==> config.mk <==
export PLATFORM = sky130hd
export DESIGN_NAME = load_store_unit
export DESIGN_NICKNAME = d
export VERILOG_FILES = /design/src/rtl/lsu_pkg.sv /design/src/rtl/load_extend.sv /design/src/rtl/load_store_unit.sv
export SDC_FILE = /design/constraint.sdc
export NUM_CORES = 1
export LEC_CHECK = 0
export ABC_AREA = 1
export CAP_MARGIN = 25
export CORE_UTILIZATION = 48
export CTS_CLUSTER_SIZE = 20
export DETAILED_ROUTE_END_ITERATION = 7
export MAX_ROUTING_LAYER = met4
export PLACE_DENSITY = 0.93
export SLEW_MARGIN = 15
export SYNTH_ARGS = -nofsm -noshare
export SYNTH_HDL_FRONTEND = slang
export SYNTH_HIERARCHICAL = 1
export SYNTH_SLANG_ARGS = --single-unit
export TNS_END_PERCENT = 30
==> constraint.sdc <==
create_clock -name clk -period 12.8 [get_ports clk]
set_input_delay 3.2 -clock clk [delete_from_list [all_inputs] [get_ports clk]]
set_output_delay 3.2 -clock clk [all_outputs]
set_load 0.1 [all_outputs]
==> src/rtl/lsu_pkg.sv <==
// rtl/lsu_pkg.sv - shared types, encodings and lane helpers for the load/store unit
package lsu_pkg;

    typedef enum logic [2:0] {
        S_IDLE,
        S_REQ,
        S_WAIT,
        S_WB,
        S_ERR
    } lsu_state_t;

    localparam logic [2:0] F3_B  = 3'b000;
    localparam logic [2:0] F3_H  = 3'b001;
    localparam logic [2:0] F3_W  = 3'b010;
    localparam logic [2:0] F3_BU = 3'b100;
    localparam logic [2:0] F3_HU = 3'b101;

    localparam logic [1:0] ERR_MISALIGN = 2'b01;
    localparam logic [1:0] ERR_FUNCT3   = 2'b10;
    localparam logic [1:0] ERR_TIMEOUT  = 2'b11;

    function automatic logic f3_legal(input logic [2:0] f3, input logic st);
        if (st)
            return (f3 == F3_B) || (f3 == F3_H) || (f3 == F3_W);
        return (f3 == F3_B) || (f3 == F3_H) || (f3 == F3_W) ||
               (f3 == F3_BU) || (f3 == F3_HU);
    endfunction

    function automatic logic misaligned(input logic [2:0] f3, input logic [1:0] off);
        case (f3)
            F3_H, F3_HU: return off[0];
            F3_W:        return off != 2'b00;
            default:     return 1'b0;
        endcase
    endfunction

    function automatic logic [3:0] store_be(input logic [2:0] f3, input logic [1:0] off);
        case (f3)
            F3_B:    return 4'b0001 << off;
            F3_H:    return 4'b0011 << off;
            default: return 4'b1111;
        endcase
    endfunction

    // Replicating the datum across lanes lets the byte enables alone pick the target bytes
    function automatic logic [31:0] store_lanes(input logic [2:0] f3, input logic [31:0] d);
        case (f3)
            F3_B:    return {4{d[7:0]}};
            F3_H:    return {2{d[15:0]}};
            default: return d;
        endcase
    endfunction

endpackage

==> src/rtl/load_extend.sv <==
// rtl/load_extend.sv - picks the addressed lane of a read word and sign/zero extends it
module load_extend
    import lsu_pkg::*;
(
    input  logic [31:0] mem_rdata,
    input  logic [1:0]  offset,
    input  logic [2:0]  funct3,
    output logic [31:0] data
);

    logic [7:0]  byte_sel;
    logic [15:0] half_sel;

    always_comb begin
        byte_sel = mem_rdata[offset*8 +: 8];
        half_sel = offset[1] ? mem_rdata[31:16] : mem_rdata[15:0];
        case (funct3)
            F3_B:    data = {{24{byte_sel[7]}}, byte_sel};
            F3_BU:   data = {24'h0, byte_sel};
            F3_H:    data = {{16{half_sel[15]}}, half_sel};
            F3_HU:   data = {16'h0, half_sel};
            default: data = mem_rdata;
        endcase
    end

endmodule

==> src/rtl/load_store_unit.sv <==
// rtl/load_store_unit.sv - single-outstanding memory stage; LSU_BUS_TIMEOUT_EN adds a bus watchdog
module load_store_unit
    import lsu_pkg::*;
#(
    parameter int ADDRESS_WIDTH  = 5,
    parameter int DATA_WIDTH     = 32,
    parameter int TIMEOUT_CYCLES = 256
) (
    input  logic                     clk,
    input  logic                     rst,
    input  logic                     req_valid,
    output logic                     req_ready,
    input  logic                     is_load,
    input  logic                     is_store,
    input  logic [2:0]               funct3,
    input  logic [DATA_WIDTH-1:0]    addr,
    input  logic [DATA_WIDTH-1:0]    store_data,
    input  logic [ADDRESS_WIDTH-1:0] rd,
    output logic                     mem_req,
    output logic                     mem_we,
    output logic [DATA_WIDTH-1:0]    mem_addr,
    output logic [3:0]               mem_be,
    output logic [DATA_WIDTH-1:0]    mem_wdata,
    input  logic                     mem_gnt,
    input  logic                     mem_rvalid,
    input  logic [DATA_WIDTH-1:0]    mem_rdata,
    output logic                     rf_we,
    output logic [ADDRESS_WIDTH-1:0] rf_addr,
    output logic [DATA_WIDTH-1:0]    rf_wdata,
    output logic                     store_done,
    output logic                     err,
    output logic [1:0]               err_cause,
    output logic                     busy
);

    if (TIMEOUT_CYCLES < 2) begin : g_bad_timeout
        $error("TIMEOUT_CYCLES must be at least 2");
    end

    lsu_state_t state, next_state;

    logic [2:0]               funct3_q;
    logic [1:0]               off_q;
    logic [ADDRESS_WIDTH-1:0] rd_q;
    logic                     is_store_q;
    logic                     accept;
    logic                     set_cause;
    logic [1:0]               cause_d;
    logic                     store_gnt;
    logic                     load_rsp;
    logic [DATA_WIDTH-1:0]    load_data;

`ifdef LSU_BUS_TIMEOUT_EN
    localparam int CNT_W = $clog2(TIMEOUT_CYCLES) + 1;
    logic [CNT_W-1:0] tmo_cnt;
    logic             tmo_hit;

    assign tmo_hit = (tmo_cnt == CNT_W'(TIMEOUT_CYCLES - 1));

    // Any state change restarts the count, so REQ and WAIT each get a full window
    always_ff @(posedge clk or posedge rst) begin
        if (rst)
            tmo_cnt <= '0;
        else if (next_state != state)
            tmo_cnt <= '0;
        else if (state == S_REQ || state == S_WAIT)
            tmo_cnt <= tmo_cnt + 1'b1;
    end
`endif

    always_ff @(posedge clk or posedge rst) begin
        if (rst)
            state <= S_IDLE;
        else
            state <= next_state;
    end

    always_comb begin
        next_state = state;
        accept     = 1'b0;
        set_cause  = 1'b0;
        cause_d    = ERR_MISALIGN;
        store_gnt  = 1'b0;
        load_rsp   = 1'b0;
        case (state)
            S_IDLE: begin
                if (req_valid && (is_load ^ is_store)) begin
                    accept = 1'b1;
                    if (!f3_legal(funct3, is_store)) begin
                        next_state = S_ERR;
                        set_cause  = 1'b1;
                        cause_d    = ERR_FUNCT3;
                    end else if (misaligned(funct3, addr[1:0])) begin
                        next_state = S_ERR;
                        set_cause  = 1'b1;
                        cause_d    = ERR_MISALIGN;
                    end else begin
                        next_state = S_REQ;
                    end
                end
            end
            S_REQ: begin
                if (mem_gnt) begin
                    store_gnt  = is_store_q;
                    next_state = is_store_q ? S_IDLE : S_WAIT;
                end
`ifdef LSU_BUS_TIMEOUT_EN
                else if (tmo_hit) begin
                    next_state = S_ERR;
                    set_cause  = 1'b1;
                    cause_d    = ERR_TIMEOUT;
                end
`endif
            end
            S_WAIT: begin
                if (mem_rvalid) begin
                    load_rsp   = 1'b1;
                    next_state = S_WB;
                end
`ifdef LSU_BUS_TIMEOUT_EN
                else if (tmo_hit) begin
                    next_state = S_ERR;
                    set_cause  = 1'b1;
                    cause_d    = ERR_TIMEOUT;
                end
`endif
            end
            S_WB:    next_state = S_IDLE;
            S_ERR:   next_state = S_IDLE;
            default: next_state = S_IDLE;
        endcase
    end

    load_extend u_load_extend (
        .mem_rdata (mem_rdata),
        .offset    (off_q),
        .funct3    (funct3_q),
        .data      (load_data)
    );

    always_ff @(posedge clk or posedge rst) begin
        if (rst) begin
            funct3_q   <= '0;
            off_q      <= '0;
            rd_q       <= '0;
            is_store_q <= 1'b0;
            mem_we     <= 1'b0;
            mem_addr   <= '0;
            mem_be     <= '0;
            mem_wdata  <= '0;
            store_done <= 1'b0;
            err_cause  <= '0;
            rf_addr    <= '0;
            rf_wdata   <= '0;
        end else begin
            store_done <= store_gnt;
            if (accept) begin
                funct3_q   <= funct3;
                off_q      <= addr[1:0];
                rd_q       <= rd;
                is_store_q <= is_store;
                mem_we     <= is_store;
                mem_addr   <= {addr[DATA_WIDTH-1:2], 2'b00};
                mem_be     <= is_store ? store_be(funct3, addr[1:0]) : 4'b1111;
                mem_wdata  <= is_store ? store_lanes(funct3, store_data) : '0;
            end
            if (set_cause)
                err_cause <= cause_d;
            if (load_rsp) begin
                rf_addr  <= rd_q;
                rf_wdata <= load_data;
            end
        end
    end

    assign req_ready = (state == S_IDLE);
    assign busy      = (state != S_IDLE);
    assign mem_req   = (state == S_REQ);
    assign err       = (state == S_ERR);
    assign rf_we     = (state == S_WB) && (rf_addr != '0);

endmodule

Yosys cells after proc, flatten, opt, wreduce, memory -nomap -nowiden. Cells that the tools add are included. W data, S select, Z words.

Flip-flop bits (word level): 120. Input port bits: 111. Output and inout port bits: 114. Word-level logic and storage cells: 81.

Eq/ne operators: 14. Shift-type cells: 3. Muxes and demuxes: 37. Bitwise operators: 1. Reduce and logical (&&, ||, !) cells: 14.

Operator list (number): $pmux W32 S4 (1); $pmux W32 S2 (1); $mux W32 (1); $shiftx A32 B6 Y8 (1); $mux W1 (20); $mux W16 (1); $eq A3 B3 Y1 const B (5); $mux W3 (5); $eq A3 B1 Y1 const B (3); $eq A3 B2 Y1 const B (3); $logic_not A3 Y1 (3); $pmux W3 S3 (1); $mux W2 (4); $pmux W4 S2 (1); $reduce_bool A5 Y1 (1); $logic_or A1 B1 Y1 (4); $mux W4 (1); $ne A2 B1 Y1 const B (2); $shl A1 B2 Y4 const A (1); $shl A2 B2 Y4 const A (1); $reduce_and A3 Y1 (1); $reduce_bool A3 Y1 (1); $logic_and A1 B1 Y1 (2); $ne A2 B2 Y1 const B (1); other kinds (4) (4).

Longest topological paths before layout. Gate-level depths: netlist of run 1.

Depth after elaboration: 15. Mapped depth: 10. Mapped depth without buffers: 8.

Hierarchy. Netlist of run 1, hierarchy kept.

Modules (own cells, without submodules): load_store_unit (instances 1, cells an instance 599, area each 5036.1 um^2, sequential area each 3002.9 um^2); load_extend (instances 1, cells an instance 159, area each 812.0 um^2, sequential area each 0.0 um^2).

Worst setup path after synthesis of run 1. OpenSTA, ideal clock, no wires.

Path type: reg-to-output. Start: register state[0]. End: output port err. Arrival: 2514 ps. Data required time: 9600 ps. Slack: 7086 ps. Stages on the path, launching flop included: 2. Buffers on the path: 0. Cells stage by stage: dfrtp_1 nor3_1.

Longest elaborated chain between the ends: 1.

Ends and longest elaborated chain: start: declaration (line load_store_unit.sv:40) `lsu_state_t state, next_state;`; start signal: assignment (line load_store_unit.sv:75) `state <= next_state;`; $eq A3 B3 Y1 (line load_store_unit.sv:179) `assign err = (state == S_ERR);`; end: declaration (line load_store_unit.sv:31) `output logic err,`.

No other way between the ends.

Worst setup path after layout of run 1.
Start: register state[2]. End: output port mem_req.

Longest elaborated chain between the ends: 1.

Ends and longest elaborated chain: $eq A3 B1 Y1 (line load_store_unit.sv:178) `assign mem_req = (state == S_REQ);`; end: declaration (line load_store_unit.sv:19) `output logic mem_req,`.

No other way between the ends.

==> reports/qor.yml, run 1 <==
synth_area_sq_mm: 0.005848
dp.cells: 1084
post_cts_buffers: 0
grt_overflow: 0
drt-pass1-iter-count: 5
place_ws_ns: 6.466
numCtsBuffers: 17
std_cell_rows: 39
cap_violations: 0
vias_per_cell: 5.514
place_congestion: 0.8666
wl_per_cell_microns: 16.95
cts_max_level: 4
endpoint_kind: "output port"
dieArea_sq_mm: 0.01263
tightest_slew_ns: 1.084
cp.arrival_ns: 2.41
antenna_found_initial: 0
seq_area_frac_synth_pct: 51.35
synth_cells: 758
drtIter0Drc: 554
yosys_warnings: 6
post-synth-top-count-cell: "nand2_1"
timing.final.ws_setup_ns: 7.191
grt_max_degree: 73
ys_ff_latch: 120
worstSkewPairLatency_ns: 0.41
grt_pass1_vias: 6008
cts-root-buf: "clkbuf_16"
die_w_microns: 112.4
cp.required_ns: 9.60
slew_violations: 0
status: "finished clean"
cpPeakStageDelay_ns: 1.19
finalCritPeriodShare_pct: 43.82
grt_pass1_wl_microns: 30130
ant_nets: 0
place_hpwl_microns: 12510
cts_tree: "yes"
port-buffer-count: 222
hold_viol: 0
slowest_stage: "clkdlybuf4s50_1"
hold-worst-slack_ns: 0.4661
cts_resized: 0
clock_sinks: 120
synth.distinct_cells: 28
synthToLayoutAreaGrowth_pct: 47.69
synth_commonest_cells: "nand2_1 (324), dfrtp_1 (120), nand3_1 (86)"
slew-limit-headroom_pct: 27.50
crit_path_start_kind: "register"
avgSynthCellArea_sq_um: 7.715
setup_violations: 0
totalWireLength_microns: 18940
path_class: "reg2out"
fmax_mhz: 178.3
final.setup_skew_ns: 0.007380
diodes: 0
cts_hold_buf: 0
final_cells: 1117
clk_path_buf_depth: 2
hold_path_class: "reg2reg"
async_reset_ff_share_pct: 100.0
path_clk_slew_ns: 0.06
drc: 0
die_y_microns: 112.4
grt_usage_pct: 32.01
num_vias: 6159
synth_edf_count: 0
synth_area_leader_cell: "dfrtp_1"
fin_tns_setup_ns: 0
crit_fanout: 4
synthFlopType: "dfrtp_1"
start_util_pct: 50.14
drive_gt1_share_pct: 7.290
nets: 1072
worstPathCellList: "inv_1 -> nand2_1 -> nor2_1 -> clkdlybuf4s50_1"
fp.coreArea_sq_mm: 0.01166
rsz0062_at_grt: "false"
fin_crit_ns: 5.609
synth_top_area_share_pct: 51.35
netlist_top_cells_area: "dfrtp_1 (51%), nand2_1 (21%), nand3_1 (7.4%), o21ai_0 (5.7%), inv_1 (2.8%)"
io_pins: 225
==> cells in the final DEF (no fill, tap or decap), types with 2 or more instances in the layout <==
cell and count:
nor2_1 14, o211ai_1 5, inv_1 42, nand4_1 3
inv_4 2, dfrtp_1 120, o21ai_0 67, buf_4 5
nor2_2 2, clkbuf_16 17, nand3_1 86, conb_1 2
inv_6 5, or2_2 10, clkinvlp_4 6, nand3_2 8
nand2_1 324, or2_1 4, nand2_2 6, o21ai_1 7
clkdlybuf4s50_1 222, nor3_1 6
==> worst max-delay path, delay by kind of cell (launching register included) <==
family | cells | cell delay [ns]
buf+inv | 2 | 1.33
flops | 1 | 0.41
simple gates | 2 | 0.26
==> area by class of cell <==
type	count	area (sq um)
inverter	46	177.7
multi-input combinational	548	2429
clock buffer	17	425.4
clock inverter	15	143.9
fill	801	3025
sequential	120	3003
timing repair buffer	228	2280
tap	143	178.9
==> metrics by stage <==
stage                     area, sq um  util (%)
after global routing             8637     74.06
after CTS                        8617     73.89
after global placement           8048     69.01
after detailed placement         8048     69.01
after floorplan                  5852         -
final                            8637     74.06
==> flip-flops by register name (all words and copies together) (netlist names) <==
| name | count |
|---|---|
| err_cause | 2 |
| off_q | 2 |
| rf_addr | 5 |
| rd_q | 5 |
| mem_addr | 30 |
| is_store_q | 1 |
| mem_be | 4 |
| funct3_q | 3 |
| store_done | 1 |
| rf_wdata | 32 |
| state | 3 |
| mem_wdata | 32 |
==> logic make-up after synthesis <==
kind of cell	count (synthesis)	synth area share (%)
AO/OA/AOI/OAI	79	6.975
flip-flops	120	51.35
AND/OR/NAND/NOR	467	34.38
buffers and inverters	91	7.231
other	1	0.06412
==> routing by layer <==
metal	share of wire, %	vias to the layer above	global-route usage [%]	wire length, microns
li1	-	2816	-	-
met1	38	2873	37.25	7192
met2	49	408	52.42	9298
met3	9.0	62	7.343	1704
met4	3.9	0	15.73	742
met5	0	-	-	0
==> path summary, 6_finish.rpt <==
kind                                          start                         to  slack (ns)  cells past startpoint
min reg2reg                rf_wdata[24]$_DFFE_PP0P_   rf_wdata[24]$_DFFE_PP0P_        0.47                      2
min in group asynchronous                       rst   mem_wdata[7]$_DFFE_PP0P_        3.34                      2
max in group asynchronous                       rst  mem_wdata[26]$_DFFE_PP0P_        8.29                      3
min                        rf_wdata[24]$_DFFE_PP0P_   rf_wdata[24]$_DFFE_PP0P_        0.47                      2
max reg2reg                    state[2]$_DFFE_PP0P_  mem_wdata[31]$_DFFE_PP0P_       10.50                      8
max                            state[2]$_DFFE_PP0P_                    mem_req        7.19                      4
Power of run 1 is left out: the tool's default activity adds up to more than one toggle a clock period on the data nets, which glitch-free logic cannot reach.
==> run 2, diff against run 1 <==
- CORE_UTILIZATION: 48 -> 44
- PLACE_DENSITY: 0.93 -> 0.86
- clock period: 12.8 -> 5.8 ns (I/O delays scaled with it)
==> run 2 against run 1 <==
Net effect: die area up 8.9%; core utilization down 5.8 points; via count down 3.8%; highest routed layer unchanged.
==> reports/qor.yml, run 2 (synthesized netlist as in run 1, its figures left out) <==
diodes: 0  # unchanged
drtIter0Drc: 529  # -4.5%
slew-limit-headroom_pct: 28.88  # +1.4 points
drt-pass1-iter-count: 5  # unchanged
worst-path-buf-inv: 2  # unchanged
grt_max_degree: 65  # -11%
crit_fanout: 4  # unchanged
cts_hold_buf: 0  # unchanged
slowest_stage: "clkdlybuf4s50_1"
setup_violations: 0  # unchanged
dieArea_sq_mm: 0.01376  # +8.9%
std_cell_rows: 41  # +5.1%
ant_nets: 0  # unchanged
cpPeakStageDelay_ns: 1.21  # +0.02 ns
die_y_microns: 117.3  # +4.4%
status: "finished clean"
synthToLayoutAreaGrowth_pct: 49.10
num_vias: 5928  # -3.8%
path_clk_slew_ns: 0.05  # about the same
totalWireLength_microns: 17790  # -6.1%
fin_crit_ns: 3.893
path_class: "reg2out"
grt_overflow: 0  # unchanged
clock_sinks: 120  # unchanged
grt_pass1_vias: 5716  # -4.9%
final.setup_skew_ns: 0.006412  # -0.0009676 ns
clk_path_buf_depth: 2  # unchanged
crit_family: "buffers and inverters"
cts_max_level: 4  # unchanged
final_cell_mix: "nand2_1 (324), clkdlybuf4s50_1 (222), dfrtp_1 (120)"
cts_resized: 0  # unchanged
slew_violations: 0  # unchanged
port-buffer-count: 222  # unchanged
nets: 1075  # +0.28%
start_util_pct: 45.78  # -4.4 points
vias_per_cell: 5.164  # -6.3%
r2r_setup_slack_ns: 3.44  # -7.06 ns
final_common_cell: "nand2_1"
fin_tns_setup_ns: 0  # unchanged
cp.required_ns: 4.35  # -5.25 ns
tightest_slew_ns: 1.063  # -0.02071 ns
worstSkewPairLatency_ns: 0.42  # about the same
cts_tree: "yes"
endpoint_kind: "output port"
fmax_mhz: 256.9
wl_per_cell_microns: 15.50  # -8.6%
crit_path_start_kind: "register"
finalCritPeriodShare_pct: 67.12
worstPathCellList: "inv_1 -> nand2_1 -> nor2_1 -> clkdlybuf4s50_1"
place_hpwl_microns: 12320  # -1.6%
top_regs: "mem_wdata (32), rf_wdata (32), mem_addr (30)"
antenna_found_initial: 0  # unchanged
cts-root-buf: "clkbuf_16"
cp.arrival_ns: 2.44  # +0.03 ns
drive_gt1_share_pct: 7.070  # -0.22 points
io_pins: 225  # unchanged
hold_viol: 0  # unchanged
post_cts_buffers: 0  # unchanged
numCtsBuffers: 17  # unchanged
rsz0062_at_grt: "false"
die_w_microns: 117.3  # +4.4%
fp.coreArea_sq_mm: 0.01277  # +9.5%
drc: 0  # unchanged
cap_violations: 0  # unchanged
hold_path_class: "reg2reg"
place_congestion: 0.8828  # +1.9%
grt_usage_pct: 27.55  # -4.5 points
hold-worst-slack_ns: 0.4675  # +0.001385 ns
grt_pass1_wl_microns: 27640  # -8.2%
[run 2: final cells by class]
| class | count | area, sq um |
|---|---|---|
| tap | 172 | 215.2 |
| timing repair buffer | 231 | 2306 |
| clock buffer | 23 | 467.9 |
| clock inverter | 8 | 121.4 |
| multi-input combinational | 548 | 2429 |
| inverter | 46 | 177.7 |
| sequential | 120 | 3003 |
| fill | 1023 | 4054 |
[run 2: worst reg2reg max path, cell delays in order, from the launching register on]
cell and delay [ns]:
dfrtp_1 0.43, nor2_1 0.13, nand2_2 0.11, nor2_4 0.13
buf_4 0.41, nand2_1 0.61, o21ai_0 0.42
[run 2: metal layers]
metal	vias to the layer above	global-route usage, %	share of wire [%]
met5	-	-	0
met2	288	43.69	48
met4	0	13.92	3.8
li1	2823	-	-
met3	55	8.290	8.9
met1	2762	31.69	39
[run 2: final timing paths]
path	startpoint	cells past startpoint	to
min	err_cause[0]$_DFFE_PP0P_	2	err_cause[0]$_DFFE_PP0P_
max in group asynchronous	rst	3	is_store_q$_DFFE_PP0P_
max reg2reg	state[0]$_DFFE_PP0P_	6	mem_wdata[18]$_DFFE_PP0P_
max	state[2]$_DFFE_PP0P_	4	mem_req
min in group asynchronous	rst	2	mem_wdata[2]$_DFFE_PP0P_
min reg2reg	err_cause[0]$_DFFE_PP0P_	2	err_cause[0]$_DFFE_PP0P_
[run 2: stage by stage]
stage          cells  cell area (sq um)  util (%)  setup WS (ns)
3_3_place_gp    1115               8099     63.40          1.760
5_1_grt         1148               8720     68.26          1.791
2_1_floorplan    759               5852         -          1.164
6_report        1148               8720     68.26          1.907
3_5_place_dp    1115               8099     63.40          1.636
4_1_cts         1146               8688     68.02          1.909
Power of run 2 is left out for the same reason.
==> run 3, diff against run 2 <==
- CORE_UTILIZATION: 44 -> 40
- PLACE_DENSITY: 0.86 -> 0.83
- clock period: 5.8 -> 3.2 ns (I/O delays scaled with it)
==> run 3 against run 2 <==
Net effect: non-clock buffer count unchanged; global-route usage is 3.6 points lower; critical path depth is the same; first-iteration DRC count decreased by 7.9%; clock-buffer cell count down 6.
==> reports/qor.yml, run 3 (synthesized netlist as in run 1, its figures left out) <==
status: "finished clean"
vias_per_cell: 5.003  # -3.1%
r2r_end: "rf_wdata[3]$_DFFE_PP0P_"
die_w_microns: 122.9  # +4.8%
worstPathCellList: "inv_1 -> nand2_1 -> nor2_1 -> buf_4"
io_pins: 225  # unchanged
hold_viol: 0  # unchanged
die_y_microns: 122.9  # +4.8%
cp.required_ns: 2.40  # -1.95 ns
drtIter0Drc: 487  # -7.9%
grt_pass1_vias: 5322  # -6.9%
std_cell_rows: 43  # +4.9%
port-buffer-count: 222  # unchanged
rsz0062_at_grt: "false"
place_hpwl_microns: 12200  # -0.91%
grt_pass1_wl_microns: 26680  # -3.5%
crit_path_start_kind: "register"
antenna_found_initial: 0  # unchanged
worst-path-buf-inv: 2  # unchanged
nets: 1075  # unchanged
final_common_cell: "nand2_1"
final_cell_mix: "nand2_1 (324), dfrtp_1 (120), buf_4 (119)"
place_congestion: 0.9279  # +5.1%
cts_tree: "yes"
hp-start: "mem_addr[30]$_DFFE_PP0P_"
drive_gt1_share_pct: 19.04  # +12 points
clk_path_buf_depth: 2  # unchanged
ant_nets: 0  # unchanged
whs_endpoint: "mem_addr[30]$_DFFE_PP0P_"
post_cts_buffers: 0  # unchanged
grt_overflow: 0  # unchanged
place_ws_ns: 0.5540  # -1.082 ns
drt-pass1-iter-count: 5  # unchanged
holdPathStages: 2  # unchanged
path_clk_slew_ns: 0.06  # about the same
top_regs: "mem_wdata (32), rf_wdata (32), mem_addr (30)"
totalWireLength_microns: 16930  # -4.8%
grt_usage_pct: 24.00  # -3.6 points
worstSkewPairLatency_ns: 0.42  # about the same
grt_max_degree: 121  # +86%
timing.final.ws_setup_ns: 0.8409  # -1.066 ns
fin_crit_ns: 2.359
cts_resized: 0  # unchanged
cts_hold_buf: 0  # unchanged
crit_fanout: 4  # unchanged
hold_path_class: "reg2reg"
final.setup_skew_ns: 0.006421  # +0.000008800 ns
cpPeakStageDelay_ns: 0.40  # -0.81 ns
wl_per_cell_microns: 14.63  # -5.6%
r2r_start: "funct3_q[1]$_DFFE_PP0P_"
cts_max_level: 4  # unchanged
numCtsBuffers: 17  # unchanged
cts-root-buf: "clkbuf_16"
slew-limit-headroom_pct: 31.16  # +2.3 points
dieArea_sq_mm: 0.01511  # +9.8%
path_class: "reg2out"
synthToLayoutAreaGrowth_pct: 43.88
diodes: 0  # unchanged
num_vias: 5788  # -2.4%
start_util_pct: 41.49  # -4.3 points
ff2ff_path_depth: 7  # +1
clock_sinks: 120  # unchanged
fmax_mhz: 423.9
fp.coreArea_sq_mm: 0.01410  # +10%
cp.arrival_ns: 1.56  # -0.88 ns
crit_family: "buffers and inverters"
cap_violations: 0  # unchanged
setup_violations: 0  # unchanged
finalCritPeriodShare_pct: 73.72
slew_violations: 0  # unchanged
slowest_stage: "dfrtp_1"
drc: 0  # unchanged
tightest_slew_ns: 1.033  # -0.03079 ns
r2r_setup_slack_ns: 1.04  # -2.40 ns
endpoint_kind: "output port"
==> run 3: worst reg2reg max path: stages (launching register included) <==
cell and delay (ns):
dfrtp_1 0.77, nor2_1 0.78, nand3_1 0.17, nand2_1 0.11
inv_1 0.04, nand2_1 0.05, nand3_1 0.08, nand2_1 0.09
==> run 3: stage by stage <==
| stage | area (sq um) | hold WS (ns) | instances | util, % | TNS, ns |
|---|---|---|---|---|---|
| 2_1_floorplan | 5856 | 0.4809 | 759 | - | -0.1143 |
| 3_3_place_gp | 7870 | 0.4551 | 1125 | 55.83 | 0 |
| 3_5_place_dp | 7870 | 0.4592 | 1125 | 55.83 | 0 |
| 4_1_cts | 8414 | 0.4745 | 1157 | 59.69 | 0 |
| 5_1_grt | 8414 | 0.4954 | 1157 | 59.69 | 0 |
| 6_report | 8414 | 0.4697 | 1157 | 59.69 | 0 |
==> run 3: metal layers <==
| metal | routed length (microns) | vias to the layer above | global-route usage, % |
|---|---|---|---|
| li1 | - | 2821 | - |
| met3 | 1516 | 26 | 6.965 |
| met2 | 8175 | 269 | 37.25 |
| met4 | 310 | 0 | 8.765 |
| met1 | 6930 | 2672 | 29.72 |
| met5 | 0 | - | - |
==> run 3: how the worst max path moves through the flow <==
| stage | from | cells past startpoint | to | slack [ns] |
|---|---|---|---|---|
| floorplan | state[0]$_DFFE_PP0P_ | 1 | err | -0.11 |
| global placement | is_store | 9 | err_cause[1]$_DFFE_PP0P_ | 0.63 |
| detailed placement | mem_rvalid | 3 | rf_addr[0]$_DFFE_PP0P_ | 0.55 |
| CTS | state[2]$_DFFE_PP0P_ | 4 | mem_req | 0.83 |
| global route | state[0]$_DFFE_PP0P_ | 4 | req_ready | 0.76 |
| finish | state[2]$_DFFE_PP0P_ | 4 | mem_req | 0.84 |
==> run 3: layout make-up <==
class	instances	area [sq um]
fill	1276	5682
sequential	120	3003
multi-input combinational	548	2429
timing repair buffer	231	2034
clock buffer	17	425.4
tap	180	225.2
inverter	46	178.9
clock inverter	15	118.9
Power of run 3 is left out for the same reason.
